==> src/rtl/tiny_fir_tap_streamer.sv <==
// -----------------------------------------------------------------------------
// tiny_fir_tap_streamer
//   Holds a small tap table written by the host and, on request, streams every
//   tap in address order to a FIR filter's tap input over a valid/ready
//   handshake. It then waits for the FIR to confirm programming, or times out.
//
//   Optional feature: define TINY_FIR_TAP_CHECKSUM_EN to accumulate the taps
//   that were handshaken and publish the sum on tap_checksum when a load ends.
//   When the macro is undefined, tap_checksum is tied to 0.
//
// Ports
//   clk            : clock, rising edge
//   reset_n        : synchronous active-low reset (tap memory is kept)
//   enable         : 0 acts like reset for everything except tap memory
//   cfg_addr/_data : host tap write address / value
//   cfg_wr         : host write strobe, honoured only while IDLE
//   load_start     : one-cycle request to stream all taps, honoured only in IDLE
//   tap_dout       : streamed tap value
//   tap_dout_valid : tap_dout is valid (held until tap_dout_ready)
//   tap_dout_ready : FIR accepts the tap
//   tap_dout_done  : FIR reports every tap programmed (used in WAIT_DONE only)
//   busy           : high in every state except IDLE
//   load_complete  : one-cycle pulse, load confirmed by tap_dout_done
//   load_error     : one-cycle pulse, tap_dout_done never arrived
//   tap_checksum   : sum of the taps sent in the last finished load
// -----------------------------------------------------------------------------
module tiny_fir_tap_streamer #(
  parameter int G_NUM_TAPS     = 16,
  parameter int G_TAP_WIDTH    = 16,
  parameter int G_DONE_TIMEOUT = 256
) (
  input  logic                                      clk,
  input  logic                                      reset_n,
  input  logic                                      enable,
  input  logic [$clog2(G_NUM_TAPS)-1:0]             cfg_addr,
  input  logic [G_TAP_WIDTH-1:0]                    cfg_data,
  input  logic                                      cfg_wr,
  input  logic                                      load_start,
  output logic [G_TAP_WIDTH-1:0]                    tap_dout,
  output logic                                      tap_dout_valid,
  input  logic                                      tap_dout_ready,
  input  logic                                      tap_dout_done,
  output logic                                      busy,
  output logic                                      load_complete,
  output logic                                      load_error,
  output logic [G_TAP_WIDTH+$clog2(G_NUM_TAPS)-1:0] tap_checksum
);

  localparam int AW    = $clog2(G_NUM_TAPS);
  localparam int CSW   = G_TAP_WIDTH + AW;
  localparam int CNT_W = (G_DONE_TIMEOUT > 2) ? $clog2(G_DONE_TIMEOUT) : 1;

  typedef enum logic [1:0] {
    IDLE      = 2'd0,
    FETCH     = 2'd1,
    SEND      = 2'd2,
    WAIT_DONE = 2'd3
  } state_e;

  state_e                 state_q, state_d;
  logic [AW-1:0]          idx_q, idx_d;
  logic [CNT_W-1:0]       cnt_q, cnt_d;
  logic [G_TAP_WIDTH-1:0] tap_q, tap_d;
  logic                   cmpl_q, cmpl_d;
  logic                   err_q, err_d;
  logic                   hs;

  logic [G_TAP_WIDTH-1:0] mem_q [G_NUM_TAPS];

  // Tap memory: no reset, so a reset or disable mid-load leaves taps intact.
  always_ff @(posedge clk) begin
    if (cfg_wr && state_q == IDLE)
      mem_q[cfg_addr] <= cfg_data;
  end

  assign hs = (state_q == SEND) && tap_dout_ready;

  always_comb begin
    state_d = state_q;
    idx_d   = idx_q;
    cnt_d   = cnt_q;
    tap_d   = tap_q;
    cmpl_d  = 1'b0;
    err_d   = 1'b0;
    unique case (state_q)
      IDLE: begin
        if (load_start) begin
          idx_d   = '0;
          state_d = FETCH;
        end
      end
      // The read lands in tap_q at the end of FETCH: that register is the
      // memory's read-data register and also drives tap_dout during SEND.
      FETCH: begin
        tap_d   = mem_q[idx_q];
        state_d = SEND;
      end
      SEND: begin
        if (tap_dout_ready) begin
          if (idx_q == AW'(G_NUM_TAPS - 1)) begin
            cnt_d   = '0;
            state_d = WAIT_DONE;
          end else begin
            idx_d   = idx_q + AW'(1);
            state_d = FETCH;
          end
        end
      end
      WAIT_DONE: begin
        // done is checked first so it wins on the last timeout cycle
        if (tap_dout_done) begin
          cmpl_d  = 1'b1;
          state_d = IDLE;
        end else if (cnt_q == CNT_W'(G_DONE_TIMEOUT - 1)) begin
          err_d   = 1'b1;
          state_d = IDLE;
        end else begin
          cnt_d = cnt_q + CNT_W'(1);
        end
      end
      default: state_d = IDLE;
    endcase
  end

  always_ff @(posedge clk) begin
    if (!reset_n || !enable) begin
      state_q <= IDLE;
      idx_q   <= '0;
      cnt_q   <= '0;
      tap_q   <= '0;
      cmpl_q  <= 1'b0;
      err_q   <= 1'b0;
    end else begin
      state_q <= state_d;
      idx_q   <= idx_d;
      cnt_q   <= cnt_d;
      tap_q   <= tap_d;
      cmpl_q  <= cmpl_d;
      err_q   <= err_d;
    end
  end

`ifdef TINY_FIR_TAP_CHECKSUM_EN
  logic [CSW-1:0] acc_q, acc_d;
  logic [CSW-1:0] cks_q;

  always_comb begin
    acc_d = acc_q;
    if (state_q == IDLE && load_start) acc_d = '0;
    else if (hs)                       acc_d = acc_q + CSW'(tap_q);
  end

  // acc_q already holds the final tap by the time WAIT_DONE resolves.
  always_ff @(posedge clk) begin
    if (!reset_n || !enable) begin
      acc_q <= '0;
      cks_q <= '0;
    end else begin
      acc_q <= acc_d;
      if (cmpl_d || err_d) cks_q <= acc_q;
    end
  end

  assign tap_checksum = cks_q;
`else
  assign tap_checksum = '0;
`endif

  assign tap_dout       = tap_q;
  assign tap_dout_valid = (state_q == SEND);
  assign busy           = (state_q != IDLE);
  assign load_complete  = cmpl_q;
  assign load_error     = err_q;

endmodule

==> config.mk <==
export PLATFORM = sky130hd
export DESIGN_NAME = tiny_fir_tap_streamer
export DESIGN_NICKNAME = d
export VERILOG_FILES = /design/src/rtl/tiny_fir_tap_streamer.sv
export SDC_FILE = /design/constraint.sdc
export NUM_CORES = 1
export LEC_CHECK = 0
export ABC_AREA = 1
export CORE_ASPECT_RATIO = 0.5
export CORE_MARGIN = 5
export CORE_UTILIZATION = 64
export DETAILED_ROUTE_END_ITERATION = 12
export HOLD_SLACK_MARGIN = 0.03
export PLACE_DENSITY = 0.83
export SLEW_MARGIN = 20
export SYNTH_ARGS = -nofsm -noshare
export SYNTH_HDL_FRONTEND = slang
export SYNTH_SLANG_ARGS = --single-unit
==> constraint.sdc <==
create_clock -name clk -period 5.8 [get_ports clk]
set_input_delay 1.16 -clock clk [delete_from_list [all_inputs] [get_ports clk]]
set_output_delay 1.16 -clock clk [all_outputs]
set_load 0.1 [all_outputs]
==> impl_summary.txt, run 1 <==
----------------------------------------------------
[Synthesis]
  Avg Inst Size Synth ... 10.9 sq um
  Post-synthesis cell area ... 11900 sq um
  Number of instances in the synthesized netlist ... 1092
  Post-Synth Adder-Cell Area ... 0.211%
  Post-synthesis compound-gate area fraction ... 2.72%
  Sequential-to-total area share from yosys stat ... 70.2%
  Synth unique cells ... 25
  Syn. warnings ... 0
  Synthesized-area fraction occupied by xor and xnor cells ... 0.0738%
  Register bit count reported by yosys ... 288
  Mux contribution to synthesized area ... 0%
  Dominant combinational cell family by area after synthesis ... simple AND/OR/NAND/NOR gates
  Post-synthesis simple-gate area fraction ... 22.1%

[Timing]
  Final count of pins violating max slew ... 0
  Time the worst path needs with I/O delays and setup ... 3.60 ns
  Transition time at the pin with the least slew margin ... 1.06 ns
  Share of the clock period used by the worst path ... 62.1%
  Hold Fails Final Rpt ... 0
  Final number of setup-violating endpoints ... 0
  Total Neg Setup Slack ... 0 ns
  Largest clock skew in the final design ... 0.0161 ns
  Unrepaired setup endpoints after global routing ... no
  Slack of the critical path ... 2.20 ns
  Achievable clock frequency ... 0.278 GHz
  Max_slew headroom ... 29.4%

[Placement]
  Routability cong. ... 0.888
  Half-perimeter wire length after placement ... 16400 microns
  Placed Cells ... 1334
  Pre-CTS setup slack ... 2.37 ns
  Number of buffers inserted by port buffering ... 46

[Power]
  LEAKAGE ... 4.78 nW
  Power per cell area ... 319 nW/um^2
  Sum of internal, switching and leakage power ... 4.20 mW
  Max VDD drop ... 191 uV

[Clock tree]
  Clock sink count ... 288
  Maximum count of clock buffers along a single path ... 3
  Worst-Skew Late Latency ... 0.53 ns
  Clock tree from TritonCTS ... built
  Max H-tree Level ... 1
  Clock Pin Slew Worst Setup and Hold Paths ... 0.07 ns
  Number of gates resized after CTS ... 0
  Root cell of the clock tree ... sky130_fd_sc_hd__clkbuf_16
  Number of buffers inserted by hold repair at cts ... 0
  Post-CTS setup buffer count ... 0
  Number of clock buffers inserted by TritonCTS ... 24

[Floorplan]
  Area of the core region ... 18300 sq um
  Overall die width ... 203 microns
  Die height ... 106 microns
  Row count ... 35
  I/O pin total ... 67
  Total die area ... 21500 sq um
  Initial core utilization ... 64.8%

[GRT]
  Initial antenna violation count ... 0
  Vias in the first global route ... 8245
  Largest net degree at the start of global routing ... 91
  Global-route wire length before repair ... 45000 microns
  Combined global-route utilization of all metal layers ... 27.0%
  Overflow left after global routing ... 0

[Layout]
  Fraction of final layout cells sized beyond drive strength 1 ... 6.50%
  Final Core Density ... 72.0%
  Finished Layout Cells ... 1378
  Antenna fix cells ... 0
  Most frequent cells in the layout ... 371 x sky130_fd_sc_hd__nand2_1, 256 x sky130_fd_sc_hd__edfxtp_1, 176 x sky130_fd_sc_hd__nand3_1, 63 x sky130_fd_sc_hd__nor2_1, 46 x sky130_fd_sc_hd__clkdlybuf4s50_1
  Most common cell after layout, fill and taps aside ... sky130_fd_sc_hd__nand2_1
  Final-stage net count ... 1149
  Synth-to-layout area growth ... 11.1%

[Route]
  Total via count in the routed design ... 8354
  Via/cell ratio ... 6.06
  Initial DRC Count ... 1138
  Post-route antenna net violation count ... 0
  Post-detailed-routing wire length ... 28700 microns
  Routed wire length per instance ... 20.8 microns
  Number of optimization iterations in the first detailed-route pass ... 7
  DRC errors left ... 0

[Worst setup path]
  Worst setup path category ... flip-flop to output pin
  Slowest cell on the critical path ... sky130_fd_sc_hd__clkdlybuf4s50_1
  Sort of element at the start of the critical path ... flip-flop
  Worst-path maximum fanout ... 6
  Peak per-stage delay on the critical path ... 1.18 ns
  Required time of the critical path ... 4.64 ns
  Ordered cell list for the critical path ... nor2_1 > inv_1 > clkdlybuf4s50_1
  Worst endpoint data arrival time ... 2.44 ns
  Sort of element at the end of the critical path ... output pin

[Min path]
  Hold Path Class ... flip-flop to flip-flop

[Job]
  Reported max-cap violation count ... 0

[Run status]
  Run status ... finished clean

----------------------------------------------------
metrics by stage:
| stage | hold WS (ns) | cell area [sq um] |
|---|---|---|
| 2_1_floorplan | 0.468 | 11900 |
| 3_3_place_gp | 0.492 | 12400 |
| 3_5_place_dp | 0.510 | 12400 |
| 4_1_cts | 0.519 | 13200 |
| 5_1_grt | 0.541 | 13200 |
| 6_report | 0.516 | 13200 |
synth_stat cells (all sizes together):
library cell  instances  area (sq um)
a211oi                1          7.51
a21oi                43           215
buf                  65           404
clkbuf               10          37.5
clkinv                1          3.75
conb                  1          3.75
dfxtp                32           641
edfxtp              256          7690
ha                    2          25.0
inv                  30           113
nand2               374          1410
nand3               176           881
nand4                 1          6.26
nor2                 77           307
nor4                  1          6.26
o21ai                20           100
or2                   1          6.26
xor2                  1          8.76
flip-flops by register name, indices dropped and copies added (netlist names):
name and flops:
mem_q 256, tap_dout 16, cnt_q 8, idx_q 4, state_q 2, load_complete 1
load_error 1
worst max-delay path: cells and delay by family (launching register included):
kind                   cells  cell delay, ns
buffers and inverters      2            1.37
flip-flops                 1            0.45
AND/OR/NAND/NOR            1            0.10
routing by layer:
metal / wire [microns] / vias to the layer above / track usage [%]
met5: 0 / - / 0
met4: 997 / 0 / 9.00
met3: 3260 / 72 / 5.00
met2: 13400 / 595 / 44.5
met1: 11000 / 3947 / 37.0
li1: - / 3740 / -
report_power, final:
part,total (mW),switching [mW],internal (mW)
Combinational,0.235,0.192,0.0436
Sequential,2.29,0.00827,2.28
Clock,1.68,0.735,0.944
final timing paths:
| check | slack (ns) | startpoint | cells after the start | end |
|---|---|---|---|---|
| max | 2.20 | state_q[1] | 3 | busy |
| min | 0.52 | cnt_q[4] | 2 | cnt_q[4] |
| max reg2reg | 2.72 | idx_q[0] | 8 | tap_dout[15] |
| min reg2reg | 0.52 | cnt_q[4] | 2 | cnt_q[4] |
area by class of cell:
cell class	count	area [sq um]
clock buffer	27	612
inverter	31	118
fill	1127	5120
tap	240	300
sequential	288	8330
timing repair buffer	58	551
multi-input combinational	717	3070
clock inverter	17	199
cell families after synthesis:
kind of cell / Yosys count
simple gates: 630
flops: 288
buf+inv: 106
compound gates: 64
fa+ha+maj: 2
xor+xnor: 1
other cells: 1
(Power assumes the default switching activity.)
==> run 2, diff against run 1 <==
CORE_UTILIZATION = 54   (was 64)
PLACE_DENSITY = 0.74   (was 0.83)
clock period = 3.1 ns   (was 5.8 ns; I/O delays follow)
==> run 2 against run 1 <==
Against the previous run:
- clock skew rose by 0.00053 ns
- count of clock-buffer cells in the layout up 9
- register-to-register slack lost 1.9 ns
- clock power increased by 82%
- largest cell class unchanged
- largest power group unchanged
==> impl_summary.txt, run 2 (same netlist as run 1, synthesis figures left out) <==
----------------------------------------------------
[Route]
  Total via count in the routed design ... 8073 (-3.4%)
  Post-route antenna net violation count ... 0 (unchanged)
  Initial DRC Count ... 937 (-18%)
  Post-detailed-routing wire length ... 28700 microns (about the same)
  DRC errors left ... 0 (unchanged)
  Number of optimization iterations in the first detailed-route pass ... 5 (-2)
  Routed wire length per instance ... 19.7 microns (-5.4%)
  Via/cell ratio ... 5.54 (-8.6%)

[Layout]
  Final Core Density ... 61.6% (-10 points)
  Layout filler cell count ... 1704 (+51%)
  Design area ... 13300 sq um (+1.1%)
  Max reg flops ... 256 (unchanged)
  Fraction of final layout cells sized beyond drive strength 1 ... 8.82% (+2.3 points)
  Antenna fix cells ... 0 (unchanged)
  Most common cell after layout, fill and taps aside ... sky130_fd_sc_hd__nand2_1
  Final-stage net count ... 1168 (+1.7%)
  Most frequent cells in the layout ... 371 x sky130_fd_sc_hd__nand2_1, 256 x sky130_fd_sc_hd__edfxtp_1, 176 x sky130_fd_sc_hd__nand3_1, 71 x sky130_fd_sc_hd__nor2_1, 48 x sky130_fd_sc_hd__buf_4
  Register with the highest flop count ... mem_q
  Synth-to-layout area growth ... 12.4%

[Clock tree]
  Number of gates resized after CTS ... 0 (unchanged)
  Clock Pin Slew Worst Setup and Hold Paths ... 0.07 ns (about the same)
  Maximum count of clock buffers along a single path ... 3 (unchanged)
  Post-CTS setup buffer count ... 0 (unchanged)
  Number of buffers inserted by hold repair at cts ... 0 (unchanged)
  Clock tree from TritonCTS ... built
  Clock sink count ... 288 (unchanged)
  Root cell of the clock tree ... sky130_fd_sc_hd__clkbuf_16
  Max H-tree Level ... 1 (unchanged)
  Number of clock buffers inserted by TritonCTS ... 25 (+4.2%)
  Worst-Skew Late Latency ... 0.53 ns (about the same)

[Placement]
  Routability cong. ... 0.886 (-0.21%)
  Half-perimeter wire length after placement ... 18100 microns (+10%)
  Dpl cell area ... 12500 sq um (+1.3%)
  Number of buffers inserted by port buffering ... 46 (unchanged)

[Worst setup path]
  First element of the critical path ... idx_q[1]
  Sort of element at the end of the critical path ... flip-flop
  Capturing point of the worst reg2reg path ... cnt_q[1]
  Worst-path maximum fanout ... 67 (+61)
  End point of the critical path ... cnt_q[1]
  Setup slack on the worst flop-to-flop path ... 0.85 ns (-1.87 ns)
  Worst setup path category ... flip-flop to flip-flop
  Worst endpoint data arrival time ... 2.66 ns (+0.22 ns)
  Critical R2R Launch ... idx_q[1]
  Sort of element at the start of the critical path ... flip-flop
  Required time of the critical path ... 3.52 ns (-1.12 ns)
  Worst Reg2Reg Path Length in Cells ... 9 (+1)

[Timing]
  Time the worst path needs with I/O delays and setup ... 2.25 ns
  Share of the clock period used by the worst path ... 72.5%
  Final number of setup-violating endpoints ... 0 (unchanged)
  Final count of pins violating max slew ... 0 (unchanged)
  Hold Fails Final Rpt ... 0 (unchanged)
  Total Neg Setup Slack ... 0 ns (unchanged)
  Unrepaired setup endpoints after global routing ... no
  Largest clock skew in the final design ... 0.0166 ns (+0.000526 ns)
  Achievable clock frequency ... 0.445 GHz
  Max_slew headroom ... 33.9% (+4.5 points)
  Transition time at the pin with the least slew margin ... 0.988 ns (-0.0678 ns)

[Floorplan]
  I/O pin total ... 67 (unchanged)
  Initial core utilization ... 54.8% (-10 points)
  Total die area ... 25200 sq um (+17%)
  Area of the core region ... 21600 sq um (+18%)
  Die height ... 115 microns (+8.0%)
  Overall die width ... 220 microns (+8.4%)
  Row count ... 38 (+8.6%)

[Min path]
  Cell count of the worst hold path ... 2 (unchanged)
  Hold Path Class ... flip-flop to flip-flop

[Run status]
  Run status ... finished clean

[Power]
  Max VDD drop ... 346 uV (+81%)
  Power per cell area ... 584 nW/um^2 (+83%)
  LEAKAGE ... 4.91 nW (+2.8%)

[GRT]
  Largest net degree at the start of global routing ... 130 (+43%)
  Global-route wire length before repair ... 43900 microns (-2.3%)
  Vias in the first global route ... 7701 (-6.6%)
  Initial antenna violation count ... 0 (unchanged)
  Overflow left after global routing ... 0 (unchanged)
  Combined global-route utilization of all metal layers ... 23.0% (-3.9 points)

[Job]
  Reported max-cap violation count ... 0 (unchanged)

----------------------------------------------------
## run 2: cell count changes in the layout (fill, tap and decap cells not counted), moves of 3 or more
cell	delta
sky130_fd_sc_hd__buf_4	+36
sky130_fd_sc_hd__clkdlybuf4s50_1	-20
sky130_fd_sc_hd__clkinv_2	-3
sky130_fd_sc_hd__clkbuf_1	+6
sky130_fd_sc_hd__nor2_2	-8
sky130_fd_sc_hd__clkinv_1	-3
sky130_fd_sc_hd__nor2_1	+8
## run 2: power by group
group / switching [mW] / internal [mW]
clock: 1.34 / 1.71
combinational: 0.369 / 0.0864
sequential: 0.0146 / 4.27
total: 1.72 / 6.07
## run 2: critical path, stage by stage, from the launching register on
cell and delay [ns]:
sky130_fd_sc_hd__dfxtp_2 0.33, sky130_fd_sc_hd__buf_4 0.55, sky130_fd_sc_hd__ha_1 0.30, sky130_fd_sc_hd__inv_1 0.06, sky130_fd_sc_hd__nor2_1 0.19, sky130_fd_sc_hd__nand2_1 0.11
sky130_fd_sc_hd__nand2_2 0.21, sky130_fd_sc_hd__nand2_1 0.17, sky130_fd_sc_hd__a21oi_1 0.16, sky130_fd_sc_hd__nor2_1 0.05
## run 2: cell type report
type                            instances  area, sq um  area share [%]
Clock buffer                           36          687            5.15
Clock inverter                          9          105           0.788
Inverter                               31          118           0.882
Multi-Input combinational cell        717         3050            22.9
Sequential cell                       288         8330            62.5
Tap cell                              300          375            2.82
Timing Repair Buffer                   76          661            4.96
## run 2: per-stage QoR
step / hold slack [ns] / setup WS (ns) / instances / power, mW
3_5_place_dp: 0.508 / 0.438 / 1412 / 4.82
2_1_floorplan: 0.468 / 0.622 / 1111 / 4.66
4_1_cts: 0.517 / 0.855 / 1457 / 7.81
6_report: 0.526 / 0.854 / 1457 / 7.79
5_1_grt: 0.545 / 0.624 / 1457 / 8.02
3_3_place_gp: 0.491 / 0.469 / 1412 / 4.81
## run 2: how the worst min path moves through the flow
| stage | start | slack [ns] | to |
|---|---|---|---|
| finish | cnt_q[4] | 0.53 | cnt_q[4] |
| global route | cnt_q[4] | 0.55 | cnt_q[4] |
| CTS | cnt_q[4] | 0.52 | cnt_q[4] |
| detailed placement | cnt_q[4] | 0.51 | cnt_q[4] |
| global placement | cnt_q[4] | 0.49 | cnt_q[4] |
| floorplan | cnt_q[4] | 0.47 | cnt_q[4] |
## run 2: layer usage
| metal | vias up | wire length [microns] | global-route usage [%] |
|---|---|---|---|
| met4 | 0 | 897 | 7.10 |
| li1 | 3781 | - | - |
| met3 | 59 | 2630 | 3.66 |
| met1 | 3870 | 11600 | 31.6 |
| met2 | 363 | 13600 | 38.7 |
| met5 | - | 0 | 0 |
==> run 3, diff against run 2 <==
CORE_UTILIZATION = 59   (was 54)
PLACE_DENSITY = 0.77   (was 0.74)
clock period = 2.3 ns   (was 3.1 ns; I/O delays follow)
==> run 3 against run 2 <==
Against the previous run:
- global-route usage up 3.5 points
- cell area grew 2.5%
- die area fell by 7.9%
- via count up 4.8%
- combinational power up 43%
- clock power rose by 49%
- clock skew is 0.010 ns higher
- routed wire length increased by 5.6%
- critical endpoint is now tap_dout_valid
- worst hold slack worse by 0.0084 ns
==> impl_summary.txt, run 3 (same netlist as run 1, synthesis figures left out) <==
----------------------------------------------------
[Run status]
  Run status ... finished clean

[Route]
  Via/cell ratio ... 5.85 (+5.6%)
  Initial DRC Count ... 1155 (+23%)
  Total via count in the routed design ... 8458 (+4.8%)
  Post-route antenna net violation count ... 0 (unchanged)
  Post-detailed-routing wire length ... 30300 microns (+5.6%)
  Number of optimization iterations in the first detailed-route pass ... 5 (unchanged)
  DRC errors left ... 0 (unchanged)
  Routed wire length per instance ... 21.0 microns (+6.4%)

[Clock tree]
  Clock sink count ... 288 (unchanged)
  Clock Pin Slew Worst Setup and Hold Paths ... 0.06 ns (about the same)
  Max H-tree Level ... 1 (unchanged)
  Root cell of the clock tree ... sky130_fd_sc_hd__clkbuf_16
  Worst-Skew Late Latency ... 0.54 ns (about the same)
  Clock tree from TritonCTS ... built
  Number of buffers inserted by hold repair at cts ... 0 (unchanged)
  Maximum count of clock buffers along a single path ... 3 (unchanged)
  Number of clock buffers inserted by TritonCTS ... 25 (unchanged)
  Number of gates resized after CTS ... 0 (unchanged)
  Post-CTS setup buffer count ... 0 (unchanged)

[Job]
  Reported max-cap violation count ... 0 (unchanged)

[Power]
  LEAKAGE ... 5.09 nW (+3.6%)
  Sum of internal, switching and leakage power ... 11.0 mW (+41%)
  Power per cell area ... 802 nW/um^2 (+37%)
  Max VDD drop ... 384 uV (+11%)

[Worst setup path]
  Combined buffer and inverter count along the critical path ... 2 (unchanged)
  Critical R2R Launch ... idx_q[1]
  Sort of element at the end of the critical path ... output pin
  Peak per-stage delay on the critical path ... 0.46 ns (-0.09 ns)
  Worst setup path category ... flip-flop to output pin
  Worst endpoint data arrival time ... 1.45 ns (-1.21 ns)
  Capturing point of the worst reg2reg path ... cnt_q[1]
  Worst-path maximum fanout ... 6 (-91%)
  Worst Reg2Reg Path Length in Cells ... 8 (-1)
  Delay-heaviest family, CP ... flip-flops
  First element of the critical path ... state_q[1]
  Ordered cell list for the critical path ... inv_2 > nor2_4 > buf_12
  Required time of the critical path ... 1.84 ns (-1.68 ns)
  Slowest cell on the critical path ... sky130_fd_sc_hd__dfxtp_1
  Sort of element at the start of the critical path ... flip-flop
  Setup slack on the worst flop-to-flop path ... 0.42 ns (-0.43 ns)

[Floorplan]
  Overall die width ... 211 microns (-4.1%)
  Initial core utilization ... 60.5% (+5.7 points)
  Total die area ... 23200 sq um (-7.9%)
  Row count ... 36 (-5.3%)
  Die height ... 110 microns (-4.0%)
  I/O pin total ... 67 (unchanged)
  Area of the core region ... 19600 sq um (-9.4%)

[Timing]
  Share of the clock period used by the worst path ... 82.9%
  Hold WS ... 0.517 ns (-0.00836 ns)
  Achievable clock frequency ... 0.524 GHz
  Max_slew headroom ... 58.6% (+25 points)
  Final count of pins violating max slew ... 0 (unchanged)
  Transition time at the pin with the least slew margin ... 0.620 ns (-0.368 ns)
  Largest clock skew in the final design ... 0.0271 ns (+0.0105 ns)
  Hold Fails Final Rpt ... 0 (unchanged)
  Total Neg Setup Slack ... 0 ns (unchanged)
  Slack of the critical path ... 0.393 ns (-0.461 ns)
  Final number of setup-violating endpoints ... 0 (unchanged)
  Time the worst path needs with I/O delays and setup ... 1.91 ns
  Unrepaired setup endpoints after global routing ... no

[Layout]
  Final-stage net count ... 1190 (+1.9%)
  Register with the highest flop count ... mem_q
  Final Core Density ... 69.8% (+8.1 points)
  Synth-to-layout area growth ... 15.2%
  Layout filler cell count ... 1329 (-22%)
  Fraction of final layout cells sized beyond drive strength 1 ... 10.7% (+1.9 points)
  Most frequent cells in the layout ... 371 x sky130_fd_sc_hd__nand2_1, 256 x sky130_fd_sc_hd__edfxtp_1, 176 x sky130_fd_sc_hd__nand3_1, 68 x sky130_fd_sc_hd__nor2_1, 60 x sky130_fd_sc_hd__buf_4
  Antenna fix cells ... 0 (unchanged)
  Most common cell after layout, fill and taps aside ... sky130_fd_sc_hd__nand2_1
  Max reg flops ... 256 (unchanged)

[GRT]
  Largest net degree at the start of global routing ... 81 (-38%)
  Global-route wire length before repair ... 46600 microns (+6.0%)
  Vias in the first global route ... 8128 (+5.5%)
  Overflow left after global routing ... 0 (unchanged)
  Initial antenna violation count ... 0 (unchanged)
  Combined global-route utilization of all metal layers ... 26.5% (+3.5 points)

[Placement]
  Pre-CTS setup slack ... 0.146 ns (-0.292 ns)
  Half-perimeter wire length after placement ... 18600 microns (+3.0%)
  Routability cong. ... 0.914 (+3.1%)
  Number of buffers inserted by port buffering ... 46 (unchanged)

[Min path]
  Capture endpoint of the worst hold path ... cnt_q[4]
  Hold Path Class ... flip-flop to flip-flop
  Worst hold start ... cnt_q[4]
  Cell count of the worst hold path ... 2 (unchanged)

----------------------------------------------------
run 3: cell count changes in the layout (fill, tap and decap cells not counted), sizes merged:
| cell | before | now |
|---|---|---|
| buf | 50 | 72 |
| clkbuf | 36 | 29 |
| clkinv | 5 | 10 |
| clkinvlp | 3 | 2 |
| bufinv | 2 | 6 |
run 3: per-layer routing:
layer	routed length, microns	up-vias	global-route usage, %
li1	-	3832	-
met1	12000	4007	37.3
met2	13700	543	41.8
met3	3770	76	6.62
met4	921	0	7.95
met5	0	-	0
run 3: area by class of cell:
type / count / area (sq um) / area share (%)
Tap cell: 266 / 333 / 2.44
Sequential cell: 288 / 8330 / 61.0
Multi-Input combinational cell: 717 / 3060 / 22.4
Inverter: 31 / 118 / 0.860
Clock inverter: 17 / 234 / 1.71
Timing Repair Buffer: 98 / 951 / 6.96
Clock buffer: 29 / 641 / 4.69
run 3: worst max-delay path by stage:
stage | cells past startpoint | endpoint | slack [ns]
finish | 3 | tap_dout_valid | 0.39
global placement | 7 | mem_q[14][0] | 0.12
global route | 8 | cnt_q[1] | 0.20
CTS | 3 | busy | 0.38
detailed placement | 7 | mem_q[15][6] | 0.15
floorplan | 5 | mem_q[10][0] | -0.18
run 3: tightest hold or removal path, delay by kind of cell, from the launching register on:
kind             cells  cell delay (ns)
flip-flops           1             0.34
AO/OA/AOI/OAI        1             0.06
AND/OR/NAND/NOR      1             0.07
run 3: metrics by stage:
step | std cells | cell area, sq um
floorplan | 1111 | 11900
global placement | 1400 | 12800
detailed placement | 1400 | 12800
CTS | 1446 | 13700
global route | 1446 | 13700
finish | 1446 | 13700
run 3: power by group:
group / switching (mW) / internal [mW]
sequential: 0.0242 / 5.75
clock: 1.87 / 2.67
combinational: 0.507 / 0.142
total: 2.40 / 8.56
